[src/rtl/biquad_engine.sv]
// biquad_engine: runs one Direct-Form-I biquad section per accepted sample for two
// interleaved channels. Coefficients and per-channel delay state live in an external
// 16-entry dual-port RAM with registered reads; this block is that RAM's only master.
// It also handles coefficient writes and clearing of the delay state.
//
// Ports:
//   clk, rstn                       clock, asynchronous active-low reset
//   in_valid/in_ready/in_ch/in_sample    sample input handshake
//   out_valid/out_ch/out_sample          one-cycle result strobe
//   cfg_we/cfg_addr/cfg_data/cfg_ready   RAM word write (coefficients)
//   clr_req/clr_busy                     zero all channel delay state
//   ram_addr_*/ram_d_*/ram_we_*/ram_q_*  dual-port RAM master (1-cycle read latency)
//
// RAM map: 0 B0, 1 B1, 2 B2, 3 A1, 4 A2; channel base S = 5 + 4*ch holds X1, X2, Y1, Y2.
module biquad_engine #(
   parameter int unsigned NBITS = 32,
   parameter int unsigned FRAC  = 30
) (
   input  logic             clk,
   input  logic             rstn,
   input  logic             in_valid,
   output logic             in_ready,
   input  logic             in_ch,
   input  logic [NBITS-1:0] in_sample,
   output logic             out_valid,
   output logic             out_ch,
   output logic [NBITS-1:0] out_sample,
   input  logic             cfg_we,
   input  logic [3:0]       cfg_addr,
   input  logic [NBITS-1:0] cfg_data,
   output logic             cfg_ready,
   input  logic             clr_req,
   output logic             clr_busy,
   output logic [3:0]       ram_addr_a,
   output logic [3:0]       ram_addr_b,
   output logic [NBITS-1:0] ram_d_a,
   output logic [NBITS-1:0] ram_d_b,
   output logic             ram_we_a,
   output logic             ram_we_b,
   input  logic [NBITS-1:0] ram_q_a,
   input  logic [NBITS-1:0] ram_q_b
);

   localparam int unsigned AccW = 2 * NBITS + 3;

   localparam logic [3:0] AddrB0 = 4'd0;
   localparam logic [3:0] AddrB1 = 4'd1;
   localparam logic [3:0] AddrB2 = 4'd2;
   localparam logic [3:0] AddrA1 = 4'd3;
   localparam logic [3:0] AddrA2 = 4'd4;

   localparam logic signed [AccW-1:0] RndHalf = {{(AccW-FRAC){1'b0}}, 1'b1, {(FRAC-1){1'b0}}};
   localparam logic signed [AccW-1:0] SatMax  = {{(AccW-NBITS+1){1'b0}}, {(NBITS-1){1'b1}}};
   localparam logic signed [AccW-1:0] SatMin  = {{(AccW-NBITS+1){1'b1}}, {(NBITS-1){1'b0}}};

   // Cycle 1 of a sample sequence is the accept cycle itself (spent in StIdle).
   typedef enum logic [3:0] {
      StIdle, StC2, StC3, StC4, StC5, StC6, StC7, StC8, StClr
   } state_e;

   state_e                  state_q, state_d;
   logic [1:0]              clr_cnt_q;
   logic                    ch_q;
   logic signed [NBITS-1:0] x_q, x1_q, x2_q, y1_q, y2_q, y_q;
   logic signed [AccW-1:0]  acc_q;
   logic                    out_valid_q, out_ch_q;
   logic [NBITS-1:0]        out_sample_q;

   logic       idle, cfg_fire, accept;
   logic [3:0] base_in, base_q;

   assign idle      = (state_q == StIdle);
   assign cfg_ready = idle && !clr_req;
   assign in_ready  = cfg_ready && !cfg_we;
   assign cfg_fire  = cfg_we && cfg_ready;
   assign accept    = in_valid && in_ready;
   assign base_in   = in_ch ? 4'd9 : 4'd5;
   assign base_q    = ch_q ? 4'd9 : 4'd5;

   assign clr_busy   = (state_q == StClr);
   assign out_valid  = out_valid_q;
   assign out_ch     = out_ch_q;
   assign out_sample = out_sample_q;

   // Single shared multiplier: coefficient always arrives on port A.
   logic signed [NBITS-1:0]   coef, mul_op;
   logic signed [2*NBITS-1:0] prod;
   logic signed [AccW-1:0]    prod_ext, rnd, shr;
   logic signed [NBITS-1:0]   y_sat;

   assign coef = ram_q_a;

   always_comb begin
      mul_op = x_q;
      unique case (state_q)
         StC3:    mul_op = x1_q;
         StC4:    mul_op = x2_q;
         StC5:    mul_op = y1_q;
         StC6:    mul_op = y2_q;
         default: mul_op = x_q;
      endcase
   end

   assign prod     = coef * mul_op;
   assign prod_ext = AccW'(prod);
   assign rnd      = acc_q + RndHalf;
   assign shr      = rnd >>> FRAC;

   always_comb begin
      if (shr > SatMax) begin
         y_sat = SatMax[NBITS-1:0];
      end else if (shr < SatMin) begin
         y_sat = SatMin[NBITS-1:0];
      end else begin
         y_sat = shr[NBITS-1:0];
      end
   end

   // State register
   always_ff @(posedge clk or negedge rstn) begin
      if (!rstn) begin
         state_q <= StIdle;
      end else begin
         state_q <= state_d;
      end
   end

   // Next-state logic
   always_comb begin
      state_d = state_q;
      unique case (state_q)
         StIdle: begin
            if (clr_req) begin
               state_d = StClr;
            end else if (accept) begin
               state_d = StC2;
            end
         end
         StC2:    state_d = StC3;
         StC3:    state_d = StC4;
         StC4:    state_d = StC5;
         StC5:    state_d = StC6;
         StC6:    state_d = StC7;
         StC7:    state_d = StC8;
         StC8:    state_d = StIdle;
         StClr:   if (clr_cnt_q == 2'd3) state_d = StIdle;
         default: state_d = StIdle;
      endcase
   end

   // RAM port outputs. Reads are issued one cycle before the data is consumed.
   always_comb begin
      ram_addr_a = AddrB0;
      ram_addr_b = base_q;
      ram_d_a    = '0;
      ram_d_b    = '0;
      ram_we_a   = 1'b0;
      ram_we_b   = 1'b0;
      unique case (state_q)
         StIdle: begin
            if (cfg_fire) begin
               ram_addr_a = cfg_addr;
               ram_d_a    = cfg_data;
               ram_we_a   = 1'b1;
            end else begin
               ram_addr_a = AddrB0;
               ram_addr_b = base_in;
            end
         end
         StC2: begin
            ram_addr_a = AddrB1;
            ram_addr_b = base_q + 4'd1;
         end
         StC3: begin
            ram_addr_a = AddrB2;
            ram_addr_b = base_q + 4'd2;
         end
         StC4: begin
            ram_addr_a = AddrA1;
            ram_addr_b = base_q + 4'd3;
         end
         StC5:    ram_addr_a = AddrA2;
         StC7: begin
            ram_addr_a = base_q + 4'd1;
            ram_d_a    = x1_q;
            ram_we_a   = 1'b1;
            ram_addr_b = base_q;
            ram_d_b    = x_q;
            ram_we_b   = 1'b1;
         end
         StC8: begin
            ram_addr_a = base_q + 4'd3;
            ram_d_a    = y1_q;
            ram_we_a   = 1'b1;
            ram_addr_b = base_q + 4'd2;
            ram_d_b    = y_q;
            ram_we_b   = 1'b1;
         end
         StClr: begin
            ram_addr_a = 4'd5 + {1'b0, clr_cnt_q, 1'b0};
            ram_addr_b = 4'd6 + {1'b0, clr_cnt_q, 1'b0};
            ram_we_a   = 1'b1;
            ram_we_b   = 1'b1;
         end
         default: ;
      endcase
   end

   // Datapath registers
   always_ff @(posedge clk or negedge rstn) begin
      if (!rstn) begin
         clr_cnt_q    <= '0;
         ch_q         <= 1'b0;
         x_q          <= '0;
         x1_q         <= '0;
         x2_q         <= '0;
         y1_q         <= '0;
         y2_q         <= '0;
         y_q          <= '0;
         acc_q        <= '0;
         out_valid_q  <= 1'b0;
         out_ch_q     <= 1'b0;
         out_sample_q <= '0;
      end else begin
         unique case (state_q)
            StIdle: begin
               clr_cnt_q <= '0;
               if (accept) begin
                  x_q  <= in_sample;
                  ch_q <= in_ch;
               end
            end
            StC2: begin
               acc_q <= prod_ext;
               x1_q  <= ram_q_b;
            end
            StC3: begin
               acc_q <= acc_q + prod_ext;
               x2_q  <= ram_q_b;
            end
            StC4: begin
               acc_q <= acc_q + prod_ext;
               y1_q  <= ram_q_b;
            end
            StC5: begin
               acc_q <= acc_q - prod_ext;
               y2_q  <= ram_q_b;
            end
            StC6:    acc_q <= acc_q - prod_ext;
            StC7:    y_q <= y_sat;
            StClr:   clr_cnt_q <= clr_cnt_q + 2'd1;
            default: ;
         endcase
         out_valid_q <= (state_q == StC8);
         if (state_q == StC8) begin
            out_sample_q <= y_q;
            out_ch_q     <= ch_q;
         end
      end
   end

endmodule

[config.mk]
export PLATFORM = sky130hd
export DESIGN_NAME = biquad_engine
export DESIGN_NICKNAME = d
export VERILOG_FILES = /design/src/rtl/biquad_engine.sv
export SDC_FILE = /design/constraint.sdc
export NUM_CORES = 2
export LEC_CHECK = 0
export BUFFER_PORTS_ARGS = -buffer_cell sky130_fd_sc_hd__buf_2
export CAP_MARGIN = 20
export CORE_ASPECT_RATIO = 0.6
export CORE_MARGIN = 4
export CORE_UTILIZATION = 45
export DETAILED_ROUTE_END_ITERATION = 7
export PLACE_DENSITY = 0.66
export SLEW_MARGIN = 20
export SYNTH_ARGS = -nofsm -noshare
export SYNTH_HDL_FRONTEND = slang
export SYNTH_SLANG_ARGS = --single-unit
export TNS_END_PERCENT = 50
[constraint.sdc]
create_clock -name clk -period 14.6 [get_ports clk]
set_input_delay 2.19 -clock clk [delete_from_list [all_inputs] [get_ports clk]]
set_output_delay 2.19 -clock clk [all_outputs]
set_load 0.005 [all_outputs]
; ---- Word-level counts from Yosys, hierarchy flattened
; Index checks and enable logic that the tools add are counted.
[totals]
ff_bits = 300
out_inout_bits = 111
word_cells = 72
[classes]
add_sub_neg = 9
n_mul = 1
n_lt_le_gt_ge = 2
eq_ne = 11
mux = 21
n_reduce_logical = 15
[op_table]
columns = cell, count
row1 = $pmux W67 S3, 1
row2 = $pmux W32 S4, 1
row3 = $mux W32, 3
row4 = $pmux W32 S3, 1
row5 = $add A67 B31 Y67 const B, 1
row6 = $add A67 B64 Y67, 1
row7 = $sub A67 B64 Y67, 1
row8 = $mul A32 B32 Y64, 1
row9 = $pmux W32 S2, 1
row10 = $pmux W4 S8, 2
row11 = $gt A37 B32 Y1 const B, 1
row12 = $lt A37 B32 Y1 const B, 1
row13 = $mux W4, 7
row14 = $pmux W4 S5, 1
row15 = $eq A4 B3 Y1 const B, 4
row16 = $add A3 B3 Y4 const A, 2
row17 = $add A4 B2 Y4 const B, 2
row18 = $eq A4 B2 Y1 const B, 2
row19 = $reduce_or A2 Y1, 3
row20 = $add A4 B1 Y4 const B, 1
row21 = $eq A4 B1 Y1 const B, 1
row22 = $eq A4 B4 Y1 const B, 1
row23 = $logic_and A1 B1 Y1, 4
row24 = $logic_not A4 Y1, 1
row25 = other kinds (12), 15

; ---- Logic depth before layout (Yosys ltp)
[depth]
word_depth = 7
depth_mapped = 51
depth_no_buf = 44

; ---- Worst setup path before layout
; No wires, ideal clock.
[synth_path]
path_kind = input to register
start = input ram_q_a[31]
end = register acc_q[65]
setup_ns = 0.138
arrival_time_ns = 12.793
t_required_ns = 14.462
setup_slack_ns = 1.669
cell_stages = 40
cell_sequence = clkbuf_1 -> clkinv_1 -> clkbuf_1 -> a21oi_1 -> fa_1 -> fa_1 -> fa_1 -> inv_1 -> fa_1 -> inv_1 -> fa_1 -> fa_1 -> fa_1 -> fa_1 -> ha_1 -> buf_2 -> nand4_1 -> or4_1 -> [4 not listed] -> xor2_1 -> nand4_1 -> o21ai_0 -> xnor2_1 -> ha_1 -> clkbuf_1 -> a21o_1 -> a21o_1 -> a21o_1 -> a21o_1 -> a21o_1 -> a21oi_1 -> o211ai_1 -> a2111oi_0 -> o21bai_1 -> a221oi_1 -> xor2_1 -> o211ai_1
[synth_via]
elab_chain_len = 3
word_cells_on_any_way = 4
cone_classes = add/sub: 2 / mul: 1 / mux: 1
[synth_lines]
columns = item, line
row1 = from (decl), 40  ; input logic [NBITS-1:0] ram_q_a,
row2 = $mul A32 B32 Y64 (*), 104  ; assign prod = coef * mul_op;
row3 = $sub A67 B64 Y67 / $add A67 B64 Y67 (equally long branches), n/a
row4 = $pmux W67 S3 (*), 225  ; unique case (state_q)
row5 = to (signal assigned), 234  ; acc_q <= prod_ext;
row6 = to (signal assigned), 246  ; acc_q <= acc_q - prod_ext;
row7 = to (signal assigned), 249  ; StC6: acc_q <= acc_q - prod_ext;
row8 = to (decl), 65  ; logic signed [AccW-1:0] acc_q;
; Mark *: on every way between the ends. The rest lies on a longest branch, timed or not.
; A chain may end at the register's enable or synchronous reset.

; ---- Worst setup path after layout
[layout_path]
start = register state_q[3]
end = register acc_q[66]
[layout_via]
elab_chain_len = 5
word_cells_on_any_way = 13
cone_classes = add/sub: 2 / mul: 1 / eq/ne: 5 / mux: 2 / reduce/logical: 3
[layout_lines]
columns = item, line
row1 = from (decl), 61  ; state_e state_q, state_d;
row2 = from (signal assigned), 122  ; state_q <= StIdle;
row3 = from (signal assigned), 124  ; state_q <= state_d;
row4 = $eq A4 B3 Y1 / $eq A4 B2 Y1 (equally long branches), "95, 225"
row5 = $pmux W32 S4, 95  ; unique case (state_q)
row6 = $mul A32 B32 Y64, 104
row7 = $sub A67 B64 Y67 / $add A67 B64 Y67 (equally long branches), n/a
row8 = $pmux W67 S3, 225
; Parallel ways exist; a longest one is shown, timed or not.

==> flow_summary_export.csv <==
group,metric,value,unit
yosys,synthCells,6181,
floorplan,io_pins,249,
min_path,hold_class,"register to register",
sta,max_freq,71.3,MHz
clock_network,hold_buffers,0,
detailed_routing,dr.pass1.iters,8,
sta,setup_tns,0,ns
grt,grt_overflow,0,
detailed_routing,ant_nets,0,
clock_network,clock_latency,0.61,ns
sta,clock-skew-final,0.0180,ns
floorplan,die-area,132000,µm²
yosys,yosysTopAreaCellShare,38.3,%
floorplan,initial_core_util,45.5,%
floorplan,fp-row-count,100,
floorplan,fp.dieW,466,µm
sta,rsz0062_at_grt,"no",
clock_network,cts_tree,"done",
detailed_routing,viasPerCell,5.68,
clock_network,clk_path_buf_depth,3,
detailed_routing,drc,6,
sta,setup_viol,0,
detailed_routing,finalWirelength,184000,µm
final_layout,drive_above_1_share,11.3,%
grt,antenna_found_initial,16,
grt,grt_pass1_wl,284000,µm
worst_setup_path,cpPeakStageDelay,0.79,ns
final_layout,fill_cells,11900,
yosys,synth_flop_cell,"dfrtp_1",
sta,min_period,14.02,ns
sta,worst_pin_slew,1.18,ns
yosys,ys.warnings.count,0,
yosys,synth_enable_flop_cells,0,
clock_network,htreeDepth,1,
sta,period_share,96.0,%
detailed_routing,first_iter_violations,4688,
worst_setup_path,crit_type,"register to register",
final_layout,nets,7716,
final_layout,area_growth,7.32,%
worst_setup_path,critPathTopFamily,"adder cells",
yosys,syn_area,56700,µm²
place,routabilityCongestion,0.977,
clock_network,cts_root_buf,"clkbuf_16",
grt,grt_pass1_vias,45800,
sta,relSlewSlack,21.2,%
outcome,failed_checks,"DRC",
worst_setup_path,crit_top_cell,"fa_1",
detailed_routing,routedWlPerCell,23.2,µm
yosys,synthTopCellsByArea,"fa_1, dfrtp_1, inv_1",
outcome,run_status,"finished, violations left",
yosys,async_flop_share,100,%
grt,grt_max_degree,114,
sta,drv_slew,0,
worst_setup_path,cpMaxStageDelayCell,"nand2_1",
yosys,avgSynthCellArea,9.17,µm²
job,maxCapViolCount,0,
worst_setup_path,startpoint_type,"register",
sta,finalHoldViolations,0,
worst_setup_path,crit_buf_inv,3,
clock_network,cts.clk_slew.worst_paths,0.08,ns
clock_network,cts_made_buffers,29,
clock_network,clock-sinks,300,
worst_setup_path,cp.arrival,14.56,ns
yosys,ys_types,97,
yosys,syn-num-nets,7656,
place,port_buffers,248,
floorplan,die_y,283,µm
floorplan,coreArea,124000,µm²
yosys,synth-seq-cells,300,
yosys,synth-seq-area-share,13.2,%
worst_setup_path,end_kind,"register",
worst_setup_path,required,15.14,ns
yosys,yosysTopAreaCell,"fa_1",
place,dpl.hpwl,149000,µm
detailed_routing,vias,45200,
grt,gr-usage-all-layers,28.2,%
worst_setup_path,cp_max_fo,30,
-- sequential cells by signal (all words and copies together), names as in the netlist, 2 cells and up --
register    count
acc_q          67
clr_cnt_q       2
out_sample     32
state_q         4
x1_q           32
x2_q           32
x_q            32
y1_q           32
y2_q           32
y_q            32
-- per-layer routing --
layer	vias to the layer above	global-route usage, %	part of all wire (%)
met1	23100	42.3	45
met3	230	9.37	12
li1	19600	-	-
met5	-	0	0.015
met2	2202	39.2	40
met4	4	6.50	2.6
-- logic make-up after synthesis --
group | after synthesis | synth area share [%]
and+or+nand+nor | 1941 | 16.5
buffers and inverters | 1362 | 9.09
adders and majority gates | 1337 | 43.9
AOI/OAI and AO/OA | 821 | 9.89
DFF | 300 | 13.2
xor gates and xnor gates | 217 | 3.38
muxes | 203 | 4.01
-- worst paths after layout --
| kind | startpoint | endpoint | slack, ns | depth (start not counted) |
|---|---|---|---|---|
| min in group asynchronous | rstn | out_sample[2]$_DFFE_PN0P_ | 1.66 | 1 |
| worst max register to register | state_q[3]$_DFFE_PN0P_ | acc_q[66]$_DFFE_PN0P_ | 0.58 | 41 |
| worst max-delay path | state_q[3]$_DFFE_PN0P_ | acc_q[66]$_DFFE_PN0P_ | 0.58 | 41 |
| worst min register to register | out_ch$_DFFE_PN0P_ | out_ch$_DFFE_PN0P_ | 0.48 | 2 |
| worst min-delay path | out_ch$_DFFE_PN0P_ | out_ch$_DFFE_PN0P_ | 0.48 | 2 |
| max in group asynchronous | rstn | acc_q[64]$_DFFE_PN0P_ | 10.99 | 4 |
-- worst register-to-register path, delay by kind of cell (launching register included) --
| family | cells | cell delay [ns] |
|---|---|---|
| compound gates | 14 | 3.55 |
| flops | 1 | 0.54 |
| simple gates | 11 | 3.64 |
| fa+ha+maj | 10 | 5.01 |
| xor+xnor | 3 | 0.60 |
| buf+inv | 3 | 0.63 |
-- cell usage in the layout, fill, tap and decap left out, types with 12 or more instances in the layout --
cell       synthesis  layout
a21o_1            68      67
o211ai_1          17      17
nand2b_1          18      18
and3_1            27      26
nand3_1           64      64
ha_1             254     254
o31ai_1           17      17
o21bai_1          23      23
a211oi_1          45      45
a222oi_1          64      64
or2_2             22      22
nor2_1           201     197
clkbuf_16          0      29
inv_1           1006    1005
nand2_1          916     910
and2_1           496     496
a221oi_1          13      12
or3_1             14      14
o21ai_0          135     135
buf_2             18     247
a31oi_1           30      30
mux2_2           194     194
nor4_1            16      16
nand4_1           41      41
xor2_1            91      91
xnor2_1          124     124
nor2b_1           18      18
buf_4              0     125
nor3_1            52      51
o21ai_1           14      14
fa_1            1083    1083
a21oi_1          218     212
o21a_1            59      59
and4_1            15      15
dfrtp_1          300     299
-- synth_stat cells (7+ instances only) --
library cell	count
clkbuf_1	304
nor2_1	201
xnor2_1	124
a211oi_1	45
o21ai_0	135
or3_1	14
o41ai_1	7
o31ai_1	17
nand2_1	916
buf_2	18
mux2_2	194
nand3_1	64
and3_1	27
nor3_1	52
mux2i_1	9
nor3b_1	8
o211ai_1	17
ha_1	254
nor2b_1	18
nand4_1	41
buf_1	29
or2_2	22
o21a_1	59
nand2b_1	18
inv_1	1006
dfrtp_1	300
a221oi_1	13
a31oi_1	30
o21bai_1	23
and4_1	15
o21ai_1	14
a21oi_1	218
a21o_1	68
nor4_1	16
or4_1	9
fa_1	1083
o2111ai_1	8
a2111oi_0	7
xor2_1	91
a222oi_1	64
and2_1	496
o221ai_1	7
-- repair_timing --
action	CTS	global route
setup buffers	0	1
setup endpoints to repair	0	4
resized for setup	0	6
-- per-stage QoR --
stage	util, %	cells	hold WS, ns	instance area, µm²	worst slack [ns]
3_3_place_gp	48.0	7888	0.457	59800	0.546
3_5_place_dp	48.0	7888	0.460	59800	0.478
4_1_cts	48.8	7940	0.476	60700	0.393
6_report	48.9	7954	0.476	60800	0.583
5_1_grt	48.8	7948	0.494	60800	0.0204
2_1_floorplan	-	6181	0.458	56700	1.67
-- cell type report --
type | count | area (µm²) | area share [%]
timing repair buffer | 383 | 2360 | 3.88
sequential | 300 | 7510 | 12.3
clock buffer | 43 | 828 | 1.36
tap | 1683 | 2110 | 3.46
antenna | 9 | 22.5 | 0.0370
clock inverter | 9 | 71.3 | 0.117
multi-input combinational | 4519 | 44100 | 72.6
inverter | 1008 | 3780 | 6.22
Power is not shown: default switching activity piles up to over one toggle a cycle in this logic, so the estimate is an artifact.
